$ cat src/rtl/ccu_wb_burst_gen_if.sv
// AXI write-channel bundle (AW/W/B) between the line-writeback burst
// generator (master) and the memory-side write port (slave).
interface ccu_wb_burst_gen_if #(
    parameter int unsigned AxiAddrWidth = 64,
    parameter int unsigned AxiDataWidth = 64,
    parameter int unsigned AxiIdWidth   = 4
);
    logic                      aw_valid;
    logic                      aw_ready;
    logic [AxiAddrWidth-1:0]   aw_addr;
    logic [7:0]                aw_len;
    logic [2:0]                aw_size;
    logic [1:0]                aw_burst;
    logic [AxiIdWidth-1:0]     aw_id;

    logic                      w_valid;
    logic                      w_ready;
    logic [AxiDataWidth-1:0]   w_data;
    logic [AxiDataWidth/8-1:0] w_strb;
    logic                      w_last;

    logic                      b_valid;
    logic                      b_ready;
    logic [AxiIdWidth-1:0]     b_id;

    modport master (
        output aw_valid, aw_addr, aw_len, aw_size, aw_burst, aw_id,
        input  aw_ready,
        output w_valid, w_data, w_strb, w_last,
        input  w_ready,
        input  b_valid, b_id,
        output b_ready
    );

    modport slave (
        input  aw_valid, aw_addr, aw_len, aw_size, aw_burst, aw_id,
        output aw_ready,
        input  w_valid, w_data, w_strb, w_last,
        output w_ready,
        output b_valid, b_id,
        input  b_ready
    );
endinterface

$ cat src/rtl/ccu_wb_burst_gen.sv
// Dirty-line writeback burst generator: buffers lines in a small FIFO and
// turns each into one AXI INCR write burst, bounding unacknowledged writes.
module ccu_wb_burst_gen #(
    parameter int unsigned DcacheLineWidth = 512,
    parameter int unsigned AxiDataWidth    = 64,
    parameter int unsigned AxiAddrWidth    = 64,
    parameter int unsigned AxiIdWidth      = 4,
    parameter int unsigned Depth           = 2,
    parameter int unsigned MaxOutstanding  = 4
) (
    input  logic                                clk_i,
    input  logic                                rst_i,
    input  logic                                req_valid_i,
    output logic                                req_ready_o,
    input  logic [AxiAddrWidth-1:0]             req_addr_i,
    input  logic [DcacheLineWidth-1:0]          req_data_i,
    input  logic [AxiIdWidth-1:0]               req_id_i,
    ccu_wb_burst_gen_if.master                  axi,
    output logic                                done_o,
    output logic [AxiIdWidth-1:0]               done_id_o,
    output logic [$clog2(MaxOutstanding+1)-1:0] outstanding_o,
    output logic                                busy_o
);

    localparam int unsigned Ratio           = DcacheLineWidth / AxiDataWidth;
    localparam int unsigned WbAxLen         = ((Ratio > 1) ? Ratio : 1) - 1;
    localparam int unsigned WbAxSize        = $clog2(AxiDataWidth / 8);
    localparam int unsigned LineOffset      = $clog2(DcacheLineWidth / 8);
    localparam int unsigned WbAddrAlignment = (LineOffset > WbAxSize) ? LineOffset : WbAxSize;
    localparam int unsigned BeatW           = (WbAxLen > 0) ? $clog2(WbAxLen + 1) : 1;
    localparam int unsigned PtrW            = (Depth > 1) ? $clog2(Depth) : 1;
    localparam int unsigned CntW            = $clog2(Depth + 1);
    localparam int unsigned OutW            = $clog2(MaxOutstanding + 1);
    localparam int unsigned StrbW           = AxiDataWidth / 8;

    localparam logic [AxiAddrWidth-1:0] AddrMask =
        ~((AxiAddrWidth'(1) << WbAddrAlignment) - AxiAddrWidth'(1));

    localparam logic [0:0] ST_IDLE  = 1'b0;
    localparam logic [0:0] ST_BURST = 1'b1;

    logic [AxiAddrWidth-1:0]    addr_mem_q [Depth];
    logic [DcacheLineWidth-1:0] data_mem_q [Depth];
    logic [AxiIdWidth-1:0]      id_mem_q   [Depth];

    logic [PtrW-1:0]  wr_ptr_q, wr_ptr_d;
    logic [PtrW-1:0]  rd_ptr_q, rd_ptr_d;
    logic [PtrW-1:0]  aw_ptr_q, aw_ptr_d;
    logic [CntW-1:0]  count_q, count_d;
    logic [CntW-1:0]  aw_cnt_q, aw_cnt_d;
    logic [BeatW-1:0] beat_q, beat_d;
    logic [OutW-1:0]  out_q, out_d;
    logic [0:0]       state_q, state_d;
    logic             ready_q;
    logic             done_q;
    logic [AxiIdWidth-1:0] done_id_q;

    logic full, push, pop, last;
    logic aw_pending, out_full;
    logic aw_hs, w_hs, b_hs;

    function automatic logic [PtrW-1:0] ptr_inc(input logic [PtrW-1:0] p);
        if (p == PtrW'(Depth - 1)) return '0;
        return p + PtrW'(1);
    endfunction

    // Ready comes only from registered state so AXI backpressure never
    // reaches the request side combinationally.
    assign full        = (count_q == CntW'(Depth));
    assign req_ready_o = ready_q & ~full;
    assign push        = req_valid_i & req_ready_o;

    // aw_cnt_q counts buffered entries whose AW has already been accepted.
    assign aw_pending   = (aw_cnt_q != count_q);
    assign out_full     = (out_q == OutW'(MaxOutstanding));
    assign axi.aw_valid = aw_pending & (~out_full | axi.b_valid);
    assign axi.aw_addr  = addr_mem_q[aw_ptr_q] & AddrMask;
    assign axi.aw_len   = 8'(WbAxLen);
    assign axi.aw_size  = 3'(WbAxSize);
    assign axi.aw_burst = 2'b01;
    assign axi.aw_id    = id_mem_q[aw_ptr_q];
    assign aw_hs        = axi.aw_valid & axi.aw_ready;

    // In IDLE the AW candidate is the head entry, so its W may start alongside.
    assign axi.w_valid = (state_q == ST_BURST) | aw_hs;
    assign last        = (beat_q == BeatW'(WbAxLen));
    assign axi.w_last  = last;
    assign w_hs        = axi.w_valid & axi.w_ready;
    assign pop         = w_hs & last;

    assign axi.b_ready = (out_q != '0);
    assign b_hs        = axi.b_valid & axi.b_ready;

    generate
        if (DcacheLineWidth < AxiDataWidth) begin : g_narrow
            localparam int unsigned LineBytes = DcacheLineWidth / 8;
            logic [WbAxSize-LineOffset-1:0] lane;
            assign lane       = addr_mem_q[rd_ptr_q][WbAxSize-1:LineOffset];
            assign axi.w_data = {(AxiDataWidth / DcacheLineWidth){data_mem_q[rd_ptr_q]}};
            assign axi.w_strb = StrbW'({LineBytes{1'b1}}) << (32'(lane) * LineBytes);
        end else begin : g_wide
            logic [AxiDataWidth-1:0] beats [WbAxLen+1];
            always_comb begin
                for (int unsigned k = 0; k <= WbAxLen; k++) begin
                    beats[k] = data_mem_q[rd_ptr_q][k*AxiDataWidth +: AxiDataWidth];
                end
            end
            assign axi.w_data = beats[beat_q];
            assign axi.w_strb = '1;
        end
    endgenerate

    always_comb begin
        wr_ptr_d = push  ? ptr_inc(wr_ptr_q) : wr_ptr_q;
        rd_ptr_d = pop   ? ptr_inc(rd_ptr_q) : rd_ptr_q;
        aw_ptr_d = aw_hs ? ptr_inc(aw_ptr_q) : aw_ptr_q;
        count_d  = count_q + CntW'(push) - CntW'(pop);
        aw_cnt_d = aw_cnt_q + CntW'(aw_hs) - CntW'(pop);
        out_d    = out_q + OutW'(aw_hs) - OutW'(b_hs);

        beat_d = beat_q;
        if (w_hs) beat_d = last ? '0 : beat_q + BeatW'(1);

        // Checking aw_cnt_d also covers a single-beat burst that completes
        // in the same cycle as its AW handshake.
        state_d = state_q;
        case (state_q)
            ST_IDLE:  if (aw_cnt_d != '0) state_d = ST_BURST;
            ST_BURST: if (pop && aw_cnt_d == '0) state_d = ST_IDLE;
            default:  state_d = ST_IDLE;
        endcase
    end

    always_ff @(posedge clk_i) begin
        if (rst_i) begin
            wr_ptr_q  <= '0;
            rd_ptr_q  <= '0;
            aw_ptr_q  <= '0;
            count_q   <= '0;
            aw_cnt_q  <= '0;
            beat_q    <= '0;
            out_q     <= '0;
            state_q   <= ST_IDLE;
            ready_q   <= 1'b0;
            done_q    <= 1'b0;
            done_id_q <= '0;
        end else begin
            wr_ptr_q  <= wr_ptr_d;
            rd_ptr_q  <= rd_ptr_d;
            aw_ptr_q  <= aw_ptr_d;
            count_q   <= count_d;
            aw_cnt_q  <= aw_cnt_d;
            beat_q    <= beat_d;
            out_q     <= out_d;
            state_q   <= state_d;
            ready_q   <= 1'b1;
            done_q    <= b_hs;
            done_id_q <= axi.b_id;
        end
    end

    always_ff @(posedge clk_i) begin
        if (push) begin
            addr_mem_q[wr_ptr_q] <= req_addr_i;
            data_mem_q[wr_ptr_q] <= req_data_i;
            id_mem_q[wr_ptr_q]   <= req_id_i;
        end
    end

    assign done_o        = done_q;
    assign done_id_o     = done_id_q;
    assign outstanding_o = out_q;
    assign busy_o        = (count_q != '0) | (out_q != '0);

endmodule
$ cat src/flat_wrapper.sv
// flat-port wrapper written by rule: the top's interface ports become plain ports
module ccu_wb_burst_gen_flat 
#(
    parameter int unsigned DcacheLineWidth = 512,
    parameter int unsigned AxiDataWidth    = 64,
    parameter int unsigned AxiAddrWidth    = 64,
    parameter int unsigned AxiIdWidth      = 4,
    parameter int unsigned Depth           = 2,
    parameter int unsigned MaxOutstanding  = 4
)
  (clk_i, rst_i, req_valid_i, req_ready_o, req_addr_i, req_data_i, req_id_i, done_o, done_id_o, outstanding_o, busy_o, axi_aw_valid, axi_aw_addr, axi_aw_len, axi_aw_size, axi_aw_burst, axi_aw_id, axi_aw_ready, axi_w_valid, axi_w_data, axi_w_strb, axi_w_last, axi_w_ready, axi_b_valid, axi_b_id, axi_b_ready);
  ccu_wb_burst_gen_if #(.AxiAddrWidth(AxiAddrWidth), .AxiDataWidth(AxiDataWidth), .AxiIdWidth(AxiIdWidth)) axi_i ();
  input  logic clk_i;
  input  logic rst_i;
  input  logic req_valid_i;
  output logic req_ready_o;
  input  logic [AxiAddrWidth-1:0] req_addr_i;
  input  logic [DcacheLineWidth-1:0] req_data_i;
  input  logic [AxiIdWidth-1:0] req_id_i;
  output logic done_o;
  output logic [AxiIdWidth-1:0] done_id_o;
  output logic [$clog2(MaxOutstanding+1)-1:0] outstanding_o;
  output logic busy_o;
  output wire logic [$bits(axi_i.aw_valid)-1:0] axi_aw_valid;
  output wire logic [$bits(axi_i.aw_addr)-1:0] axi_aw_addr;
  output wire logic [$bits(axi_i.aw_len)-1:0] axi_aw_len;
  output wire logic [$bits(axi_i.aw_size)-1:0] axi_aw_size;
  output wire logic [$bits(axi_i.aw_burst)-1:0] axi_aw_burst;
  output wire logic [$bits(axi_i.aw_id)-1:0] axi_aw_id;
  input wire logic [$bits(axi_i.aw_ready)-1:0] axi_aw_ready;
  output wire logic [$bits(axi_i.w_valid)-1:0] axi_w_valid;
  output wire logic [$bits(axi_i.w_data)-1:0] axi_w_data;
  output wire logic [$bits(axi_i.w_strb)-1:0] axi_w_strb;
  output wire logic [$bits(axi_i.w_last)-1:0] axi_w_last;
  input wire logic [$bits(axi_i.w_ready)-1:0] axi_w_ready;
  input wire logic [$bits(axi_i.b_valid)-1:0] axi_b_valid;
  input wire logic [$bits(axi_i.b_id)-1:0] axi_b_id;
  output wire logic [$bits(axi_i.b_ready)-1:0] axi_b_ready;
  assign axi_aw_valid = axi_i.aw_valid;
  assign axi_aw_addr = axi_i.aw_addr;
  assign axi_aw_len = axi_i.aw_len;
  assign axi_aw_size = axi_i.aw_size;
  assign axi_aw_burst = axi_i.aw_burst;
  assign axi_aw_id = axi_i.aw_id;
  assign axi_i.aw_ready = axi_aw_ready;
  assign axi_w_valid = axi_i.w_valid;
  assign axi_w_data = axi_i.w_data;
  assign axi_w_strb = axi_i.w_strb;
  assign axi_w_last = axi_i.w_last;
  assign axi_i.w_ready = axi_w_ready;
  assign axi_i.b_valid = axi_b_valid;
  assign axi_i.b_id = axi_b_id;
  assign axi_b_ready = axi_i.b_ready;
  ccu_wb_burst_gen #(.DcacheLineWidth(DcacheLineWidth), .AxiDataWidth(AxiDataWidth), .AxiAddrWidth(AxiAddrWidth), .AxiIdWidth(AxiIdWidth), .Depth(Depth), .MaxOutstanding(MaxOutstanding)) u_core (.clk_i(clk_i), .rst_i(rst_i), .req_valid_i(req_valid_i), .req_ready_o(req_ready_o), .req_addr_i(req_addr_i), .req_data_i(req_data_i), .req_id_i(req_id_i), .axi(axi_i), .done_o(done_o), .done_id_o(done_id_o), .outstanding_o(outstanding_o), .busy_o(busy_o));
endmodule
$ cat config.mk
export PLATFORM = sky130hd
export DESIGN_NAME = ccu_wb_burst_gen_flat
export DESIGN_NICKNAME = d
export VERILOG_FILES = /design/src/rtl/ccu_wb_burst_gen_if.sv /design/src/rtl/ccu_wb_burst_gen.sv /design/src/flat_wrapper.sv
export SDC_FILE = /design/constraint.sdc
export NUM_CORES = 1
export LEC_CHECK = 0
export CAP_MARGIN = 0
export CORE_ASPECT_RATIO = 1.1
export CORE_MARGIN = 5
export CORE_UTILIZATION = 40
export DETAILED_ROUTE_END_ITERATION = 10
export PLACE_DENSITY = 0.67
export SETUP_SLACK_MARGIN = 0.3
export SLEW_MARGIN = 0
export SYNTH_ARGS = -nofsm -noshare
export SYNTH_HDL_FRONTEND = slang
export SYNTH_SLANG_ARGS = --single-unit
$ cat constraint.sdc
create_clock -name clk_i -period 73.9 [get_ports clk_i]
set_clock_uncertainty 0.1 [all_clocks]
set_input_delay 14.78 -clock clk_i [delete_from_list [all_inputs] [get_ports clk_i]]
set_output_delay 14.78 -clock clk_i [all_outputs]
set_load 0.005 [all_outputs]
# Word-level counts from Yosys, hierarchy flattened
# Memory sizes are Yosys's and may differ from the RTL's. A register that Yosys moved wholly into a read port is not among the register bits.
# Index checks and enable logic that the tools add are counted.
[word_totals] register_bits=20 mem_bits_rw=1160 elab_cells=73 mem_count=3 in_bits=590 out_inout_bits=167
[memory_table] name="u_core.data_mem_q" words=2 width=512 read_ports=1 rd_clocked_by_memory_dff=1 write_ports=1 line_no="ccu_wb_burst_gen.sv:43" source="logic [DcacheLineWidth-1:0] data_mem_q [Depth];"
[memory_table] name="u_core.addr_mem_q" words=2 width=64 read_ports=1 rd_clocked_by_memory_dff=1 write_ports=1 line_no="ccu_wb_burst_gen.sv:42" source="logic [AxiAddrWidth-1:0] addr_mem_q [Depth];"
[memory_table] name="u_core.id_mem_q" words=2 width=4 read_ports=1 rd_clocked_by_memory_dff=1 write_ports=1 line_no="ccu_wb_burst_gen.sv:44" source="logic [AxiIdWidth-1:0] id_mem_q [Depth];"
[classes] muxes=25 bitwise_logic=14 n_lt_le_gt_ge=1 reduce_logical=5 n_eq_ne=4 add_sub_neg=10
[op_table] cell="64-bit binary-select mux with 3-bit select" n=1
[op_table] cell="64-bit 2-to-1 mux" n=2
[op_table] cell="1-bit 2-to-1 mux" n=20
[op_table] cell="1-bit AND" n=7
[op_table] cell="3-bit equality test, second input constant" n=2
[op_table] cell="2-bit by 1-bit adder with 2-bit output" n=2
[op_table] cell="4-bit >= comparator, second input constant" n=1
[op_table] cell="3-bit NOT with 4-bit output" n=1
[op_table] cell="2-bit nonzero test" n=2
[op_table] cell="2-bit by 1-bit subtractor with 2-bit output" n=2
[op_table] cell="1-bit adder, second input constant" n=3
[op_table] cell="3-bit by 1-bit adder with 3-bit output" n=1
[op_table] cell="3-bit by 1-bit adder with 3-bit output, second input constant" n=1
[op_table] cell="3-bit 2-to-1 mux" n=1
[op_table] cell="1-bit NOT" n=3
[op_table] cell="1-bit bitwise OR" n=3
[op_table] cell="3-bit nonzero test" n=1
[op_table] cell="3-bit by 1-bit subtractor with 3-bit output" n=1
[op_table] cell="2-bit equality test, second input constant" n=1
[op_table] cell="2-bit logical NOT" n=1
[op_table] cell="2-bit inequality test" n=1
[op_table] cell="1-bit case mux with 2 select lines" n=1
[op_table] cell="1-bit logical AND" n=1

# Longest topological paths before layout
# Gate-level depths: netlist of run 1.
[logic_depth] ltp_word=13 ltp_mapped=10

# Worst setup path before layout of run 1
# Ideal clock, no wire load.
[synth_path] path_kind="in2reg" from="input req_valid_i" to="memory u_core.addr_mem_q[0][10], enable pin" n_path_buf=0 cell_stages=2 path_slack_ns=33.577 arrival_time_ns=38.694 path_cell_list="o211ai_1 nor2_1"
[synth_via] elab_chain_len=3
[synth_rtl] item="from (decl)" line_no="flat_wrapper.sv:15" source="input logic req_valid_i;"
[synth_rtl] item="1-bit AND" line_no="ccu_wb_burst_gen.sv:71" source="assign push = req_valid_i & req_ready_o;"
[synth_rtl] item="1-bit 2-to-1 mux" line_no="ccu_wb_burst_gen.sv:163" source="if (push) begin"
[synth_rtl] item="1-bit 2-to-1 mux (not written as such)" line_no="ccu_wb_burst_gen.sv:164" source="addr_mem_q[wr_ptr_q] <= req_addr_i;"
[synth_rtl] item="to (decl)" line_no="ccu_wb_burst_gen.sv:42"
# No other way between the ends.

# Final worst setup path of run 1
[layout_path] from="input axi_b_valid" to="output axi_w_valid"
[layout_via] elab_chain_len=4
[layout_rtl] item="from (decl)" line_no="flat_wrapper.sv:36" source="input wire logic [$bits(axi_i.b_valid)-1:0] axi_b_valid;"
[layout_rtl] item="1-bit bitwise OR" line_no="ccu_wb_burst_gen.sv:76" source="assign axi.aw_valid = aw_pending & (~out_full | axi.b_valid);"
[layout_rtl] item="1-bit AND" line_no="ccu_wb_burst_gen.sv:76"
[layout_rtl] item="1-bit AND" line_no="ccu_wb_burst_gen.sv:82" source="assign aw_hs = axi.aw_valid & axi.aw_ready;"
[layout_rtl] item="named net u_core.aw_hs" line_no="ccu_wb_burst_gen.sv:60" source="logic aw_hs, w_hs, b_hs;"
[layout_rtl] item="1-bit bitwise OR" line_no="ccu_wb_burst_gen.sv:85" source="assign axi.w_valid = (state_q == ST_BURST) | aw_hs;"
[layout_rtl] item="to (decl)" line_no="flat_wrapper.sv:31" source="output wire logic [$bits(axi_i.w_valid)-1:0] axi_w_valid;"
# The timed path passes the listed nets, and every way through them passes these cells.

==> flow_summary.ini, run 1 <==
[synthesis]
synth_area_leaders = edfxtp_1 (79%), mux4_2 (13%), a22oi_1 (2.2%)
synth_edf_count = 1148
yosysTopAreaCell = edfxtp_1
synth_cell_type_count = 35
synth_flop_cell = edfxtp_1
syn_inst = 1883
syn_area_sq_um = 43800
synth-seq-cells = 1170
yosysTopAreaCellShare = 0.787
syn_avg_cell_area_sq_um = 23.3
synthArstFlopShare = 0
ys_warn_count = 0
seq_area_frac_synth = 0.797

[clock_tree]
cts_max_path_buffers = 3
cts_sinks = 1170
post_cts_buffers = 0
htree_levels = 3
cts_made_buffers = 113
worstSkewPairLatency_ns = 0.67
clockRootBuffer = clkbuf_16
cts_tree = done
ctsResizeCount = 0
path_clk_slew_ns = 0.06
hold_buffers = 0

[floorplan]
core_area_sq_um = 109000
die_w_microns = 325
die_h_microns = 357
ios = 757
start_util = 0.402
die_area_sq_um = 116000
rows = 127

[routing]
firstDrtPassIters = 5
wire_per_inst_microns = 25.5
drc = 0
wl_mm = 107
drtAntennaViolNets = 0
viasPerCell = 5.18
drtIter0Drc = 1679
vias = 21733

[layout]
final_common_cell = edfxtp_1
n_fill_cell = 8501
fin_area_sq_um = 56400
fin_nets = 3253
layout.cells.non_filler = 4195
final_cell_mix = edfxtp_1 (1148), clkdlybuf4s50_1 (723), mux4_2 (256)
drive_gt1_frac = 0.193
areaGrowthSynthToFinish_pct = 28.9

[power_and_ir_drop]
p_leak_nw = 18.0
power_mw = 1.52
powerDensity_nw_per_um2 = 26.9
vdd_drop_max_v = 0.0000214

[critical_path]
cpMaxStageDelayCell = or4b_4
critPathMostFrequentCell = clkdlybuf4s50_1
reg2reg_slack_ns = 68.99
path_cells = clkdlybuf4s50_1, or4b_4, o211a_4, or2_2, clkdlybuf4s50_1
cp.required_ns = 59.02
critical_path_peak_fanout = 7
critPathArrivalTime_ns = 16.71
rr_worst_depth = 7
reg2reg_to = u_core.data_mem_q[1][349]
slowest_delay_ns = 0.57
cp_top_family = buffers and inverters
end_kind = primary output
worstSetupStartpointType = input pin
crit_type = in2out
cp-startpoint = axi_b_valid
cp.depth = 5
crit_buf_inv = 2
r2r_start = u_core.count_q[1]
endpoint = axi_w_valid

[global_route]
grt_max_degree = 174
gr-total-overflow = 0
grt_pass1_vias = 24062
antenna_found_initial = 52
grt_pass1_wl_mm = 155
grt_use_total = 0.180

[timing]
tns_ns = 0
period_share = 0.428
setup_viol = 0
period_minus_slack_ns = 31.59
max-slew-margin-rel = 0.233
fmax_mhz = 31.7
hold_viol = 0
drv_slew = 0
tightest_slew_ns = 1.15
rsz0062_at_grt = no

[placement]
gp_congestion = 0.832
hpwl_mm = 71.1
place_area_sq_um = 52600
dp_cells = 3958
portBuffers = 723

[job]
maxCapViolCount = 0

[worst_hold_path]
hp-class = reg2reg

[outcome]
outcome = completed
[worst register-to-register path: stages (launching register included)]
cell and delay, ns:
dfxtp_1 0.37, inv_1 0.08, o211ai_1 0.28, nor2_4 0.15, buf_4 0.68, buf_12 0.64, buf_4 1.21, buf_4 0.98
[cell usage after synthesis (2+ instances only)]
master,instances
edfxtp_1,1148
mux4_2,256
a22oi_1,128
nand2_1,66
mux2_2,62
clkbuf_1,48
buf_4,38
dfxtp_1,22
buf_2,21
buf_1,14
inv_1,12
nor2_1,11
nor2b_1,10
ha_1,8
a21oi_1,5
xnor2_1,5
xor2_1,4
nand3_1,3
conb_1,2
mux2_1,2
o2111ai_1,2
o211ai_1,2
or3_1,2
[how the worst min path moves through the flow]
stage	endpoint	startpoint	depth (start not counted)
2_1_floorplan	flop	u_core.aw_ptr_q	2
3_3_place_gp	u_core.aw_ptr_q	u_core.aw_ptr_q	2
3_5_place_dp	flop	u_core.aw_ptr_q	2
4_1_cts	u_core.aw_ptr_q	u_core.aw_ptr_q	2
5_1_grt	u_core.aw_ptr_q	u_core.aw_ptr_q	2
6_report	u_core.aw_ptr_q	u_core.aw_ptr_q	2
[cell families (layout without fill, tap and decap cells)]
group | Yosys count | in the layout | share of synthesized area
flip-flops | 1170 | 1170 | 0.797
multiplexers | 320 | 320 | 0.148
AO/OA/AOI/OAI | 142 | 142 | 0.0246
buffers and inverters | 133 | 966 | 0.0153
AND/OR/NAND/NOR | 97 | 97 | 0.00960
XOR/XNOR | 10 | 10 | 0.00217
adder cells (fa/ha/maj) | 9 | 9 | 0.00274
other | 2 | 62 | 0.000172
[where the power goes]
group	total, mW	switching [mW]	internal, mW
sequential	0.767	0.00878	0.759
combinational	0.169	0.0740	0.0952
clock	0.582	0.241	0.340
total	1.52	0.324	1.19
[layout make-up]
type                       instances  area, sq um  area share
timing repair buffer             752         7490       0.133
tap                             1419         1780      0.0315
inverter                          12         45.0    0.000798
clock inverter                    71          828      0.0147
antenna                           35         87.6     0.00155
clock buffer                     131         2940      0.0521
sequential                      1170        34900       0.619
multi-input combinational        605         8340       0.148
[flip-flops by register name, summed over array words and instances, names as in the netlist, named ones only]
name                  count
u_core.wr_ptr_q           1
u_core.addr_mem_q       116
u_core.done_id_o          4
u_core.state_q            1
u_core.outstanding_o      3
u_core.data_mem_q      1024
u_core.aw_cnt_q           2
u_core.count_q            2
u_core.ready_q            1
u_core.id_mem_q           8
u_core.done_o             1
u_core.beat_q             3
u_core.rd_ptr_q           1
u_core.aw_ptr_q           1
[stage by stage]
| stage | util | hold slack [ns] | worst slack, ns |
|---|---|---|---|
| finish | 0.518 | 0.422 | 42.31 |
| global route | 0.518 | 0.483 | 42.25 |
| CTS | 0.518 | 0.422 | 42.30 |
| detailed placement | 0.483 | 0.404 | 42.30 |
| global placement | 0.483 | 0.397 | 42.31 |
| floorplan | - | 0.381 | 33.58 |
[routing by layer]
layer,part of all wire,wire (microns),GRT usage
met5,0.0018,195,0
met4,0.032,3380,0.0737
met3,0.093,9970,0.0642
met2,0.52,55900,0.315
met1,0.35,37800,0.202
Note: power is estimated with default switching activity, not from simulation.
==> run 2: changes to the inputs <==
--- a/config.mk
+++ b/config.mk
@@ -10,7 +10,7 @@
 export CORE_MARGIN = 5
 export CORE_UTILIZATION = 40
 export DETAILED_ROUTE_END_ITERATION = 10
-export PLACE_DENSITY = 0.67
+export PLACE_DENSITY = 0.7
 export SETUP_SLACK_MARGIN = 0.3
 export SLEW_MARGIN = 0
 export SYNTH_ARGS = -nofsm -noshare
==> constraint.sdc (replaced) <==
create_clock -name clk_i -period 27.4 [get_ports clk_i]
set_clock_uncertainty 0.1 [all_clocks]
set_input_delay 5.48 -clock clk_i [delete_from_list [all_inputs] [get_ports clk_i]]
set_output_delay 5.48 -clock clk_i [all_outputs]
set_load 0.005 [all_outputs]
==> flow_summary.ini, run 2 (synthesis gave the netlist of run 1 again) <==
[routing]
vias = 21766
viasPerCell = 5.18
wl_mm = 106
wire_per_inst_microns = 25.2
drc = 0
drtAntennaViolNets = 0
drtIter0Drc = 1970
firstDrtPassIters = 5

[clock_tree]
htree_levels = 3
ctsResizeCount = 0
worstSkewPairLatency_ns = 0.68
cts_tree = done
cts_sinks = 1170
post_cts_buffers = 0
cts_made_buffers = 111
hold_buffers = 0
path_clk_slew_ns = 0.06
cts_max_path_buffers = 3
clockRootBuffer = clkbuf_16

[worst_hold_path]
hp-class = reg2reg
hp-start = u_core.aw_ptr_q

[power_and_ir_drop]
p_seq_frac = 0.519
vdd_drop_max_v = 0.0000685
powerDensity_nw_per_um2 = 71.1
p_int_mw = 3.12
switching_share = 0.219
power_mw = 3.99
power.switching_uw = 873
clkPwrFrac = 0.367
pwr-share-comb = 0.113
p_leak_nw = 17.9

[critical_path]
crit_type = in2out
worstSetupStartpointType = input pin
cp-startpoint = axi_b_valid
critical_path_peak_fanout = 7
cp.required_ns = 21.82
end_kind = primary output
critPathArrivalTime_ns = 7.42
r2r_start = u_core.count_q[1]

[floorplan]
die_h_microns = 357
start_util = 0.402
core_area_sq_um = 109000
die_area_sq_um = 116000
ios = 757
die_w_microns = 325
rows = 127

[global_route]
grt_max_degree = 156
gr-total-overflow = 0
grt_pass1_vias = 23842
antenna_found_initial = 55
grt_pass1_wl_mm = 153
grt_use_total = 0.177

[outcome]
outcome = completed

[layout]
register_area_sq_um = 34900
n_fill_cell = 8422
drive_gt1_frac = 0.188
largestRegisters = u_core.data_mem_q (1024), u_core.addr_mem_q (116), u_core.id_mem_q (8)
largest_reg_flops = 1024
final_cell_mix = edfxtp_1 (1148), clkdlybuf4s50_1 (723), mux4_2 (256)
largest_register = u_core.data_mem_q
final_common_cell = edfxtp_1
fin_util = 0.516
multi_input_area_sq_um = 8340
fin_nets = 3252
areaGrowthSynthToFinish_pct = 28.3
layout.cells.non_filler = 4201

[placement]
dp_cells = 3959
hpwl_mm = 71.2
portBuffers = 723
gp_congestion = 0.829
post-place-ws_ns = 14.41

[timing]
hold_viol = 0
max-slew-margin-rel = 0.236
tightest_slew_ns = 1.14
period_minus_slack_ns = 13.00
rsz0062_at_grt = no
fmax_mhz = 76.9
drv_slew = 0
setup_ws_ns = 14.40
period_share = 0.474
setup_viol = 0

[job]
maxCapViolCount = 0
[run 2: power groups by stage]
stage	logic (mW)	registers, mW	clock network, mW
after floorplan	0.213	2.16	0
after global placement	0.448	2.11	0
after detailed placement	0.458	2.11	0
after CTS	0.462	2.07	1.51
after global routing	0.484	2.08	1.58
final	0.453	2.07	1.47
[run 2: layout make-up]
class,count,share of cell area
inverters,12,0.000802
repair buffers,753,0.133
well taps,1419,0.0316
flip-flops and latches,1170,0.622
diodes,42,0.00187
multi-input cells,605,0.148
clock inverters,64,0.0108
clock buffers,136,0.0515
[run 2: layer usage]
layer | part of all wire | GRT usage | vias to the layer above
met1 | 0.36 | 0.199 | 11180
li1 | - | - | 9515
met4 | 0.030 | 0.0736 | 28
met2 | 0.52 | 0.307 | 848
met5 | 0.0017 | 0 | -
met3 | 0.092 | 0.0650 | 195
[run 2: critical path: stages]
cell	delay (ns)
clkdlybuf4s50_1	0.43
or4b_4	0.57
o211a_4	0.20
or2_2	0.29
clkdlybuf4s50_1	0.45
[run 2: worst paths after layout]
path / end / slack (ns) / depth (start not counted)
worst min register to register: u_core.aw_ptr_q / 0.43 / 2
worst min-delay path: u_core.aw_ptr_q / 0.43 / 2
worst max-delay path: axi_w_valid / 14.40 / 5
worst max register to register: u_core.data_mem_q[0][224] / 22.66 / 6
[run 2: metrics by stage]
step | setup TNS, ns | area, sq um | hold WS (ns)
floorplan | -4158.74 | 43900 | 0.381
global placement | 0 | 52600 | 0.400
detailed placement | 0 | 52600 | 0.404
CTS | 0 | 56100 | 0.422
global route | 0 | 56100 | 0.479
finish | 0 | 56200 | 0.426
==> run 3: changes to the inputs <==
--- a/config.mk
+++ b/config.mk
@@ -10,7 +10,7 @@
 export CORE_MARGIN = 5
 export CORE_UTILIZATION = 40
 export DETAILED_ROUTE_END_ITERATION = 10
-export PLACE_DENSITY = 0.7
+export PLACE_DENSITY = 0.67
 export SETUP_SLACK_MARGIN = 0.3
 export SLEW_MARGIN = 0
 export SYNTH_ARGS = -nofsm -noshare
==> constraint.sdc (replaced) <==
create_clock -name clk_i -period 13 [get_ports clk_i]
set_clock_uncertainty 0.1 [all_clocks]
set_input_delay 2.6 -clock clk_i [delete_from_list [all_inputs] [get_ports clk_i]]
set_output_delay 2.6 -clock clk_i [all_outputs]
set_load 0.005 [all_outputs]
==> flow_summary.ini, run 3 (synthesis gave the netlist of run 1 again) <==
[outcome]
outcome = completed

[placement]
dp_cells = 3953
portBuffers = 723
hpwl_mm = 69.3
gp_congestion = 0.815
post-place-ws_ns = 5.74

[routing]
firstDrtPassIters = 5
drtIter0Drc = 1546
drc = 0
drtAntennaViolNets = 0
vias = 21932
wire_per_inst_microns = 24.9
viasPerCell = 5.21
wl_mm = 105

[layout]
drive_gt1_frac = 0.190
largestRegisters = u_core.data_mem_q (1024), u_core.addr_mem_q (116), u_core.id_mem_q (8)
areaGrowthSynthToFinish_pct = 29.0
fin_nets = 3251
final_common_cell = edfxtp_1
final_cell_mix = edfxtp_1 (1148), clkdlybuf4s50_1 (723), mux4_2 (256)
multi_input_area_sq_um = 8340
largest_reg_flops = 1024
n_fill_cell = 8482
layout.cells.non_filler = 4213
largest_register = u_core.data_mem_q
register_area_sq_um = 34900

[global_route]
grtUsageMet3 = 0.0614
gr-total-overflow = 0
grt_pass1_vias = 24056
busiest_layer = met2
antenna_found_initial = 56
grt_max_degree = 174
grt_use_total = 0.175
grtUsageMet2 = 0.303
grt_pass1_wl_mm = 152
use_met1 = 0.197

[clock_tree]
cts_made_buffers = 116
cts_sinks = 1170
hold_buffers = 0
post_cts_buffers = 0
ctsResizeCount = 0
clockRootBuffer = clkbuf_16
htree_levels = 3
cts_tree = done
cts_max_path_buffers = 3
worstSkewPairLatency_ns = 0.71
path_clk_slew_ns = 0.06

[power_and_ir_drop]
vdd_drop_max_v = 0.000129
clkPwrFrac = 0.380
switching_share = 0.219
p_seq_frac = 0.508
powerDensity_nw_per_um2 = 152
p_int_mw = 6.71
power.switching_mw = 1.88
p_leak_nw = 18.0
pwr-share-comb = 0.112

[critical_path]
crit_type = reg2out
r2r_start = u_core.count_q[1]
crit_buf_inv = 3
slowest_delay_ns = 0.85
critPathArrivalTime_ns = 4.74
cp_top_family = buffers and inverters
cp.required_ns = 10.30
critical_path_peak_fanout = 84
cpMaxStageDelayCell = dfxtp_4
path_cells = buf_4, buf_12, mux4_2, a22oi_1, nand2_1, clkdlybuf4s50_1
end_kind = primary output
worstSetupStartpointType = flop

[timing]
hold_slack_ns = 0.416
rsz0062_at_grt = no
period_minus_slack_ns = 7.44
setup_ws_ns = 5.56
period_share = 0.572
max-slew-margin-rel = 0.227
hold_viol = 0
tightest_slew_ns = 1.16
drv_slew = 0
fmax_mhz = 134
setup_viol = 0

[floorplan]
ios = 757
die_area_sq_um = 116000
die_h_microns = 357
core_area_sq_um = 109000
die_w_microns = 325
rows = 127
start_util = 0.402

[worst_hold_path]
hp-start = u_core.aw_ptr_q
hp-class = reg2reg

[job]
maxCapViolCount = 0
[run 3: changes by cell type in the layout (fill, tap and decap cells not counted), sizes merged]
cell,delta
diode,-1
clkinvlp,+1
buf,-6
inv,+2
bufinv,+2
clkbuf,+14
[run 3: path summary, 6_finish.rpt]
check / endpoint / slack, ns / depth (start not counted)
worst max-delay path: axi_w_data[34] / 5.56 / 6
worst min-delay path: u_core.aw_ptr_q / 0.42 / 2
worst max register to register: u_core.data_mem_q[0][355] / 8.87 / 6
worst min register to register: u_core.aw_ptr_q / 0.42 / 2
[run 3: power by group through the flow]
stage	logic [mW]	clock network (mW)	registers [mW]
after floorplan	0.450	0	4.50
after global placement	0.952	0	4.43
after detailed placement	0.973	0	4.44
after CTS	0.979	3.35	4.36
after global routing	1.03	3.52	4.37
final	0.964	3.27	4.36
[run 3: layer usage]
layer	vias to the layer above	wire, microns
met5	-	207
met4	32	3520
met3	200	9980
met2	895	54300
met1	11286	37000
li1	9519	-
[run 3: area by class of cell]
cell class	instances	area share
tap	1419	0.0314
antenna	41	0.00182
sequential	1170	0.618
inverter	12	0.000797
clock inverter	69	0.0128
multi-input combinational	605	0.148
timing repair buffer	747	0.133
clock buffer	150	0.0540
[run 3: through the flow]
step                TNS (ns)  total power [mW]  cell area (sq um)   util
finish                     0              8.59              56500  0.519
floorplan           -6200.17              4.95              43900      -
CTS                        0              8.69              56400  0.518
detailed placement         0              5.41              52600  0.483
global placement           0              5.38              52600  0.483
global route               0              8.91              56500  0.519
[run 3: tightest hold or removal path, cell delays in order, from the launching register on]
cell and delay (ns):
dfxtp_1 0.32, xnor2_1 0.08, nor2_1 0.08
